$ cat src/rtl/mem_lsu.sv
// Load/store unit for the MEM stage: passes non-memory bundles straight through,
// runs one bus transfer at a time for aligned loads/stores, and flags misaligned
// accesses and bus timeouts through exc_o.
module mem_lsu #(
    parameter int ADDR_W     = 32,
    parameter int REG_AW     = 5,
    parameter int TIMEOUT    = 16,
    parameter bit BIG_ENDIAN = 1'b0
) (
    input  logic              clk,
    input  logic              rst,
    input  logic              in_valid,
    output logic              in_ready,
    input  logic [REG_AW-1:0] wd_i,
    input  logic [31:0]       wdata_i,
    input  logic              wreg_i,
    input  logic              whilo_i,
    input  logic [31:0]       hi_i,
    input  logic [31:0]       lo_i,
    input  logic [3:0]        mem_op_i,
    input  logic [ADDR_W-1:0] mem_addr_i,
    input  logic [31:0]       mem_sdata_i,
    output logic              bus_req,
    output logic              bus_we,
    output logic [ADDR_W-1:0] bus_addr,
    output logic [3:0]        bus_be,
    output logic [31:0]       bus_wdata,
    input  logic              bus_ack,
    input  logic [31:0]       bus_rdata,
    output logic              out_valid,
    output logic [REG_AW-1:0] wd_o,
    output logic [31:0]       wdata_o,
    output logic              wreg_o,
    output logic              whilo_o,
    output logic [31:0]       hi_o,
    output logic [31:0]       lo_o,
    output logic [1:0]        exc_o
);
    typedef enum logic {IDLE, WAIT} state_t;

    typedef struct packed {
        logic [REG_AW-1:0] wd;
        logic [31:0]       wdata;
        logic              wreg;
        logic              whilo;
        logic [31:0]       hi;
        logic [31:0]       lo;
    } bundle_t;

    localparam logic [1:0] SZ_B = 2'd0;
    localparam logic [1:0] SZ_H = 2'd1;
    localparam logic [1:0] SZ_W = 2'd2;
    localparam int CNT_W = (TIMEOUT > 0) ? $clog2(TIMEOUT + 1) : 1;

    state_t              state_q, state_d;
    logic [CNT_W-1:0]    cnt_q, cnt_d;
    logic                req_q, req_d;
    logic                we_q, we_d;
    logic [ADDR_W-1:0]   addr_q, addr_d;
    logic [3:0]          be_q, be_d;
    logic [31:0]         bwdata_q, bwdata_d;
    logic                ovld_q, ovld_d;
    logic [1:0]          exc_q, exc_d;
    bundle_t             out_q, out_d;
    bundle_t             pend_q, pend_d;
    logic [1:0]          psize_q, psize_d;
    logic                psext_q, psext_d;
    logic                pload_q, pload_d;
    logic [1:0]          plane_q, plane_d;

    logic                is_load, is_store, sext;
    logic [1:0]          size;
    logic                misalign;
    bundle_t             in_b;

    // Lane enables for an access of the given size at the given byte offset.
    function automatic logic [3:0] calc_be(input logic [1:0] sz, input logic [1:0] a);
        logic [3:0] le;
        case (sz)
            SZ_B:    le = 4'b0001 << a;
            SZ_H:    le = a[1] ? 4'b1100 : 4'b0011;
            default: le = 4'b1111;
        endcase
        calc_be = BIG_ENDIAN ? {le[0], le[1], le[2], le[3]} : le;
    endfunction

    // Sub-word store data is replicated so every candidate lane carries it.
    function automatic logic [31:0] store_rep(input logic [1:0] sz, input logic [31:0] d);
        case (sz)
            SZ_B:    store_rep = {4{d[7:0]}};
            SZ_H:    store_rep = {2{d[15:0]}};
            default: store_rep = d;
        endcase
    endfunction

    // Pick the addressed lane(s) out of the read word and extend to 32 bits.
    function automatic logic [31:0] load_extract(input logic [1:0] sz, input logic sx,
                                                 input logic [1:0] a, input logic [31:0] d);
        logic [1:0]  bl;
        logic        hl;
        logic [7:0]  b;
        logic [15:0] h;
        bl = BIG_ENDIAN ? ~a : a;
        hl = BIG_ENDIAN ? ~a[1] : a[1];
        b  = 8'(d >> {bl, 3'b000});
        h  = 16'(d >> {hl, 4'b0000});
        case (sz)
            SZ_B:    load_extract = {{24{sx & b[7]}}, b};
            SZ_H:    load_extract = {{16{sx & h[15]}}, h};
            default: load_extract = d;
        endcase
    endfunction

    // Decode the incoming operation into direction, size, signedness and alignment.
    always_comb begin
        is_load  = 1'b0;
        is_store = 1'b0;
        sext     = 1'b0;
        size     = SZ_W;
        case (mem_op_i)
            4'd1: begin is_load = 1'b1;  size = SZ_B; sext = 1'b1; end
            4'd2: begin is_load = 1'b1;  size = SZ_B; end
            4'd3: begin is_load = 1'b1;  size = SZ_H; sext = 1'b1; end
            4'd4: begin is_load = 1'b1;  size = SZ_H; end
            4'd5: begin is_load = 1'b1;  size = SZ_W; end
            4'd6: begin is_store = 1'b1; size = SZ_B; end
            4'd7: begin is_store = 1'b1; size = SZ_H; end
            4'd8: begin is_store = 1'b1; size = SZ_W; end
            default: ;
        endcase
        misalign = ((size == SZ_H) && mem_addr_i[0]) ||
                   ((size == SZ_W) && (mem_addr_i[1:0] != 2'b00));
        in_b = '{wd: wd_i, wdata: wdata_i, wreg: wreg_i, whilo: whilo_i, hi: hi_i, lo: lo_i};
    end

    // Next-state, bus request and result bundle for the IDLE/WAIT controller.
    always_comb begin
        state_d  = state_q;
        cnt_d    = cnt_q;
        req_d    = req_q;
        we_d     = we_q;
        addr_d   = addr_q;
        be_d     = be_q;
        bwdata_d = bwdata_q;
        ovld_d   = 1'b0;
        exc_d    = exc_q;
        out_d    = out_q;
        pend_d   = pend_q;
        psize_d  = psize_q;
        psext_d  = psext_q;
        pload_d  = pload_q;
        plane_d  = plane_q;
        case (state_q)
            IDLE: begin
                if (in_valid) begin
                    if (!(is_load || is_store)) begin
                        out_d  = in_b;
                        ovld_d = 1'b1;
                        exc_d  = 2'd0;
                    end else if (misalign) begin
                        out_d       = in_b;
                        out_d.wreg  = 1'b0;
                        out_d.whilo = 1'b0;
                        ovld_d      = 1'b1;
                        exc_d       = is_load ? 2'd1 : 2'd2;
                    end else begin
                        state_d  = WAIT;
                        cnt_d    = '0;
                        req_d    = 1'b1;
                        we_d     = is_store;
                        addr_d   = {mem_addr_i[ADDR_W-1:2], 2'b00};
                        be_d     = calc_be(size, mem_addr_i[1:0]);
                        bwdata_d = store_rep(size, mem_sdata_i);
                        pend_d   = in_b;
                        psize_d  = size;
                        psext_d  = sext;
                        pload_d  = is_load;
                        plane_d  = mem_addr_i[1:0];
                    end
                end
            end
            WAIT: begin
                if (bus_ack) begin
                    state_d = IDLE;
                    req_d   = 1'b0;
                    ovld_d  = 1'b1;
                    exc_d   = 2'd0;
                    out_d   = pend_q;
                    if (pload_q)
                        out_d.wdata = load_extract(psize_q, psext_q, plane_q, bus_rdata);
                end else if ((TIMEOUT > 0) && (cnt_q == CNT_W'(TIMEOUT - 1))) begin
                    state_d     = IDLE;
                    req_d       = 1'b0;
                    ovld_d      = 1'b1;
                    exc_d       = 2'd3;
                    out_d       = pend_q;
                    out_d.wreg  = 1'b0;
                    out_d.whilo = 1'b0;
                end else begin
                    cnt_d = cnt_q + CNT_W'(1);
                end
            end
            default: state_d = IDLE;
        endcase
    end

    // State and output registers; reset also abandons any transfer in flight.
    always_ff @(posedge clk) begin
        if (rst) begin
            state_q  <= IDLE;
            cnt_q    <= '0;
            req_q    <= 1'b0;
            we_q     <= 1'b0;
            addr_q   <= '0;
            be_q     <= '0;
            bwdata_q <= '0;
            ovld_q   <= 1'b0;
            exc_q    <= '0;
            out_q    <= '0;
            pend_q   <= '0;
            psize_q  <= '0;
            psext_q  <= 1'b0;
            pload_q  <= 1'b0;
            plane_q  <= '0;
        end else begin
            state_q  <= state_d;
            cnt_q    <= cnt_d;
            req_q    <= req_d;
            we_q     <= we_d;
            addr_q   <= addr_d;
            be_q     <= be_d;
            bwdata_q <= bwdata_d;
            ovld_q   <= ovld_d;
            exc_q    <= exc_d;
            out_q    <= out_d;
            pend_q   <= pend_d;
            psize_q  <= psize_d;
            psext_q  <= psext_d;
            pload_q  <= pload_d;
            plane_q  <= plane_d;
        end
    end

    assign in_ready  = (state_q == IDLE);
    assign bus_req   = req_q;
    assign bus_we    = we_q;
    assign bus_addr  = addr_q;
    assign bus_be    = be_q;
    assign bus_wdata = bwdata_q;
    assign out_valid = ovld_q;
    assign exc_o     = exc_q;
    assign wd_o      = out_q.wd;
    assign wdata_o   = out_q.wdata;
    assign wreg_o    = out_q.wreg;
    assign whilo_o   = out_q.whilo;
    assign hi_o      = out_q.hi;
    assign lo_o      = out_q.lo;

endmodule

$ cat config.mk
export PLATFORM = sky130hd
export DESIGN_NAME = mem_lsu
export DESIGN_NICKNAME = d
export VERILOG_FILES = /design/src/rtl/mem_lsu.sv
export SDC_FILE = /design/constraint.sdc
export NUM_CORES = 1
export LEC_CHECK = 0
export BUFFER_PORTS_ARGS = -buffer_cell sky130_fd_sc_hd__buf_2
export CAP_MARGIN = 5
export CORE_MARGIN = 2
export CORE_UTILIZATION = 53
export CTS_BUF_LIST = sky130_fd_sc_hd__clkbuf_4 sky130_fd_sc_hd__clkbuf_8
export DETAILED_ROUTE_END_ITERATION = 12
export PLACE_DENSITY = 0.88
export SLEW_MARGIN = 0
export SYNTH_ARGS = -nofsm -noshare
export SYNTH_HDL_FRONTEND = slang
export SYNTH_SLANG_ARGS = --single-unit
$ cat constraint.sdc
create_clock -name clk -period 2.9 [get_ports clk]
set_input_delay 0.435 -clock clk [delete_from_list [all_inputs] [get_ports clk]]
set_output_delay 0.435 -clock clk [all_outputs]
set_load 0.005 [all_outputs]
# After elaboration in Yosys (flattened, before gate mapping)
# Index checks and enable logic that the tools add are counted.
dict set report word_totals {
  mem_bits_rw 0
  out_inout_bits 177
  rom_bits 0
  register_bits 289
  memories 0
  latchBits 0
}
dict set report op_classes {
  magnitude_cmp 0
  n_eq_ne 19
  multipliers 0
  shifts 3
  n_mux 46
  div_mod_pow 0
  reduce_logical 16
  add_sub_neg 1
  bitwise_logic 4
}
# operator count
set ops {}
lappend ops {{103-bit 2-to-1 mux} 5}
lappend ops {{103-bit case mux with 2 select lines} 1}
lappend ops {{32-bit case mux with 2 select lines} 2}
lappend ops {{32-bit 2-to-1 mux} 1}
lappend ops {{32-bit by 5-bit right shift with 16-bit output} 1}
lappend ops {{32-bit by 5-bit right shift with 8-bit output} 1}
lappend ops {{5-bit 2-to-1 mux} 5}
lappend ops {{1-bit 2-to-1 mux} 18}
lappend ops {{4-bit by 3-bit equality test with 1-bit output (second input constant)} 4}
lappend ops {{2-bit 2-to-1 mux} 6}
lappend ops {{5-bit case mux with 2 select lines} 1}
lappend ops {{3-bit OR reduction} 3}
lappend ops {{4-bit by 2-bit equality test with 1-bit output (second input constant)} 2}
lappend ops {{2-bit != test (second input constant)} 4}
lappend ops {{2-bit case mux with 2 select lines} 2}
lappend ops {{4-bit case mux with 2 select lines} 1}
lappend ops {{4-bit AND reduction} 2}
lappend ops {{1-bit case mux with 2 select lines} 3}
lappend ops {{5-bit by 1-bit adder with 5-bit output (second input constant)} 1}
lappend ops {{5-bit by 4-bit equality test with 1-bit output (second input constant)} 1}
lappend ops {{5-bit AND reduction} 1}
lappend ops {{5-bit OR reduction} 1}
lappend ops {{2-bit by 1-bit equality test with 1-bit output (second input constant)} 2}
lappend ops {{4-bit by 1-bit equality test with 1-bit output (second input constant)} 1}
lappend ops {{15 further kinds} 20}

# Logic depth before layout (Yosys ltp)
dict set report logic_depth {
  word_depth 10
  ltp_mapped 10
  ltp_nobuf 8
}

# Least setup slack after synthesis
# No wires, ideal clock.
dict set report synth_path {
  path_kind {input to register}
  from {in mem_op_i[0]}
  to {reg out_q, in the netlist hi_o[0]}
  required_time_ps 2814
  setup_ps 86
  arrival_time_ps 2155
  path_slack_ps 659
  path_stages 9
  cell_sequence {buf_2 -> nor4b_1 -> or2_1 -> buf_2 -> o41ai_4 -> buf_2 -> buf_4 -> nor2_1 -> a211oi_1}
}
dict set report synth_between {
  elab_chain_len 8
  word_cells_on_any_way 26
}
# item line_no
set synth_lines {}
lappend synth_lines {{start, declared} 20} ;# input logic [3:0] mem_op_i,
lappend synth_lines {{4-bit by 3-bit equality test with 1-bit output, or another cell as far along} 120} ;# case (mem_op_i)
lappend synth_lines {{3-bit OR reduction (no line)} --}
lappend synth_lines {{2-bit case mux with 2 select lines} 120}
lappend synth_lines {{2-bit by 1-bit equality test with 1-bit output or 2-bit equality test (tied branches)} {131, 132}}
lappend synth_lines {{1-bit logical AND, on equally long branches} {131, 132}}
lappend synth_lines {{1-bit logical OR} 131} ;# misalign = ((size == SZ_H) && mem_addr_i[0]) ||
lappend synth_lines {{3-bit != test (no line)} --}
lappend synth_lines {{3-bit AND reduction (no line)} --}
lappend synth_lines {{end signal, assigned} 235} ;# out_q <= out_d;
lappend synth_lines {{end, declared} 64} ;# bundle_t out_q, out_d;
# Parallel ways exist; a longest one is shown, timed or not. The select of a mux whose other input is x is not followed.
# A chain may end at the register's enable or synchronous reset.

# Worst setup path after layout
dict set report layout_path {
  from {reg psize_q[0]}
  to {reg out_q, in the netlist wdata_o[28]}
}
dict set report layout_between {
  elab_chain_len 5
  word_cells_on_any_way 6
}
# item line_no
set layout_lines {}
lappend layout_lines {{start, declared} 66} ;# logic [1:0] psize_q, psize_d;
lappend layout_lines {{start signal, assigned} 237} ;# psize_q <= psize_d;
lappend layout_lines {{2-bit by 1-bit equality test with 1-bit output or 2-bit logical NOT (tied branches)} 107} ;# case (sz)
lappend layout_lines {{32-bit case mux with 2 select lines *} 107}
lappend layout_lines {{32-bit 2-to-1 mux *} 189} ;# if (pload_q)
lappend layout_lines {{103-bit 2-to-1 mux *} 183} ;# if (bus_ack) begin
lappend layout_lines {{103-bit case mux with 2 select lines *} 153} ;# case (state_q)
# Every way passes the cells marked *; elsewhere a longest branch is shown, timed or not.

==> metrics.csv <==
stage,metric,value,unit
outcome,status,"finished, final reports clean",
critical_path,Slowest cell on crit path,a21boi_1,
sta,RSZ-0062 raised after global routing,false,
critical_path,reg2reg start,psize_q[0],
power,VDD IR max,471.2,µV
synth,most common cell in the netlist,nand2_1,
global_routing,Total GRT Usage,0.2916,
sta,"Hold Vio Cnt, Final",0,
sta,Worst Max-Slew Pin Slew,1.188,ns
min_path,WHS Endpoint,bus_addr[8],
drt,routed length per placed instance,17.37,µm
critical_path,CP Max Fanout,16,
synth,area fraction of the dominant cell type after synthesis,0.4696,
floorplanning,die area,0.02448,mm²
clock_network,CTS Buf Count,48,
sta,Fmax achieved,0.3982,GHz
global_routing,first-pass GRT wire length,58520,µm
critical_path,CP top delay family,compound AO/OA/AOI/OAI gates,
synth,Post-synth EDFFs,0,
global_routing,pin count of the biggest net entering global routing,117,
drt,via/cell ratio,5.795,
power,Leak Pwr,6.334,nW
synth,post-synthesis cell type count,56,
drt,post-route ant nets,0,
cells_and_area,Layout Nets,2041,
drt,DR WL met2,17980,µm
floorplanning,total core area,0.02271,mm²
clock_network,H-tree depth,2,
global_routing,vias in the first global route,11950,
critical_path,crit path cell chain,nor2b_1 -> nand2_1 -> a21boi_1 -> o221ai_1 -> a311oi_1,
sta,crit share post-route,0.8661,
drt,DRC,0,
cells_and_area,share of cells above drive strength 1,0.2814,
critical_path,crit start category,flip-flop,
sta,Setup Skew,0.03073,ns
cells_and_area,area grow syn2layout,25.56,%
synth,Synth top cells by count,"nand2_1 (408), dfxtp_1 (289), a21oi_1 (173)",
clock_network,post-CTS sizing,0,
floorplanning,Starting Density,0.5425,
drt,Pre-antenna DRT Iters,5,
critical_path,end of the worst register-to-register path,wdata_o[28],
drt,Top Metal Used,met5,
floorplanning,Top Ports,384,
synth,cell taking the most area after synthesis,dfxtp_1,
clock_network,CTS tree,yes,
drt,final WL,37500,µm
placement,hpwl dp,24780,µm
placement,placer congestion estimate,0.9149,
placement,Post-Place Cells,2067,
min_path,Hold Crit Start,mem_addr_i[8],
clock_network,clock tree buffer depth,3,
placement,port bufs,381,
clock_network,Setup Buffers After CTS,0,
min_path,Min-Delay Path Class,input port to flip-flop,
synth,Area contributors post-synth,"dfxtp_1 (47%), nand2_1 (12%), a21oi_1 (7.0%)",
min_path,worst hold path depth,3,
synth,register area share after synthesis,0.4696,
sta,Pins Over Slew Limit,0,
drt,routed length on met3,3209,µm
floorplanning,Die Ht,156.5,µm
drt,wl on met1,14550,µm
critical_path,worst r2r path cells,5,
synth,Yosys reg bits,289,
drt,1st-iter DRT viols,1081,
clock_network,Clock Tree Root,clkbuf_8,
critical_path,"slowest stage delay, CP",0.93,ns
sta,final setup fails,0,
clock_network,latest clock arrival within the worst-skew pair,0.57,ns
synth,Synth Instances,1505,
floorplanning,Die Width,156.5,µm
critical_path,CP Class,flip-flop to flip-flop,
clock_network,# hold bufs at CTS,0,
floorplanning,Rows,55,
clock_network,Num Clock Sinks,289,
clock_network,"CTS clk-pin slew, worst paths",0.06,ns
critical_path,r2r setup slk,0.39,ns
job,number of max-cap violations,0,
sta,TNS Setup,0,ns
global_routing,GRT overflow,0,
critical_path,Critical Path Sink Type,flip-flop,
synth,Post-Syn Area,0.01232,mm²
sta,Final Critical Period,2.512,ns
power,pwr dens,643.0,mW/mm²
synth,Avg Inst Size Synth,8.186,µm²
critical_path,CP arrival,2.98,ns
cells_and_area,Post-Layout Cell Count,2159,
synth,ys async rst share,0,
synth,Synth Flop Type,dfxtp_1,
global_routing,initial antenna violation count,7,
drt,via count,12510,
critical_path,worst path bufs/invs,0,
synth,YS warnings,0,
sta,Slew HR,0.2065,
critical_path,CP required,3.36,ns
## worst register-to-register path: stages (launching register included)
cell and delay, ns:
dfxtp_1 0.46, nor2b_1 0.24, nand2_1 0.09, a21boi_1 0.93, o221ai_1 0.36, a311oi_1 0.34
## registers in the layout, summed over array words and instances (netlist names), 2 cells and up
| signal | cells |
|---|---|
| bus_addr | 30 |
| exc_o | 2 |
| psize_q | 2 |
| lo_o | 32 |
| wd_o | 5 |
| bus_wdata | 32 |
| cnt_q | 5 |
| pend_q | 103 |
| wdata_o | 32 |
| hi_o | 32 |
| bus_be | 4 |
| plane_q | 2 |
## layout by cell type (no fill, tap or decap), drive strengths merged, types with 33 or more instances in the layout
master and count:
buf 412, nand2 408, dfxtp 289, a21oi 173, nor2 133, a211oi 94, clkbuf 77, mux2i 76
a311oi 33
## where the power goes
group / switching, mW / internal (mW) / leakage [nW]
clock network: 1.64 / 2.32 / 0.569
registers: 0.165 / 4.27 / 2.37
logic: 0.910 / 0.640 / 3.40
## layer usage
metal	GRT usage	up-vias
li1	-	5911
met4	0.1643	4
met2	0.4831	608
met1	0.3457	5860
met5	0	-
met3	0.07256	129
## worst max-delay path by stage
stage,end,start,slack [ns],cells after the start
6_report,wdata_o[28],psize_q[0],0.39,5
2_1_floorplan,hi_o[0],mem_op_i[0],0.66,9
5_1_grt,wdata_o[28],psize_q[0],0.27,5
3_3_place_gp,bus_addr[30],mem_op_i[2],0.45,8
4_1_cts,wdata_o[28],plane_q[0],0.52,5
3_5_place_dp,bus_addr[23],mem_op_i[2],0.33,8
## layout make-up
class                   instances  area (µm²)
diodes                          5       12.51
clock buffers                  76       939.7
clock inverters                11       135.1
fillers                      1827        7239
inverters                       5       18.77
multi-input cells            1075        5962
flip-flops and latches        289        5789
well taps                     285       356.6
repair buffers                413        2256
## stage by stage
stage / power [mW] / hold WS (ns) / utilization / area (µm²) / setup slack, ns
floorplan: 5.385 / 0.4329 / - / 12320 / 0.6592
global placement: 5.983 / 0.4385 / 0.6333 / 14380 / 0.4535
detailed placement: 6.040 / 0.4447 / 0.6333 / 14380 / 0.3284
CTS: 9.990 / 0.07728 / 0.6807 / 15460 / 0.5233
global route: 10.36 / 0.09763 / 0.6812 / 15470 / 0.2669
finish: 9.948 / 0.1137 / 0.6812 / 15470 / 0.3885
## kinds of logic after synthesis
| logic type | Yosys count | share of synthesized area |
|---|---|---|
| AO/OA/AOI/OAI | 390 | 0.2127 |
| XOR/XNOR | 2 | 0.001422 |
| adder cells (fa/ha/maj) | 2 | 0.002031 |
| buffers and inverters | 142 | 0.04875 |
| flip-flops | 289 | 0.4696 |
| multiplexers | 88 | 0.07363 |
| other | 1 | 0.0003044 |
| AND/OR/NAND/NOR | 591 | 0.1916 |
(Power assumes the default switching activity.)
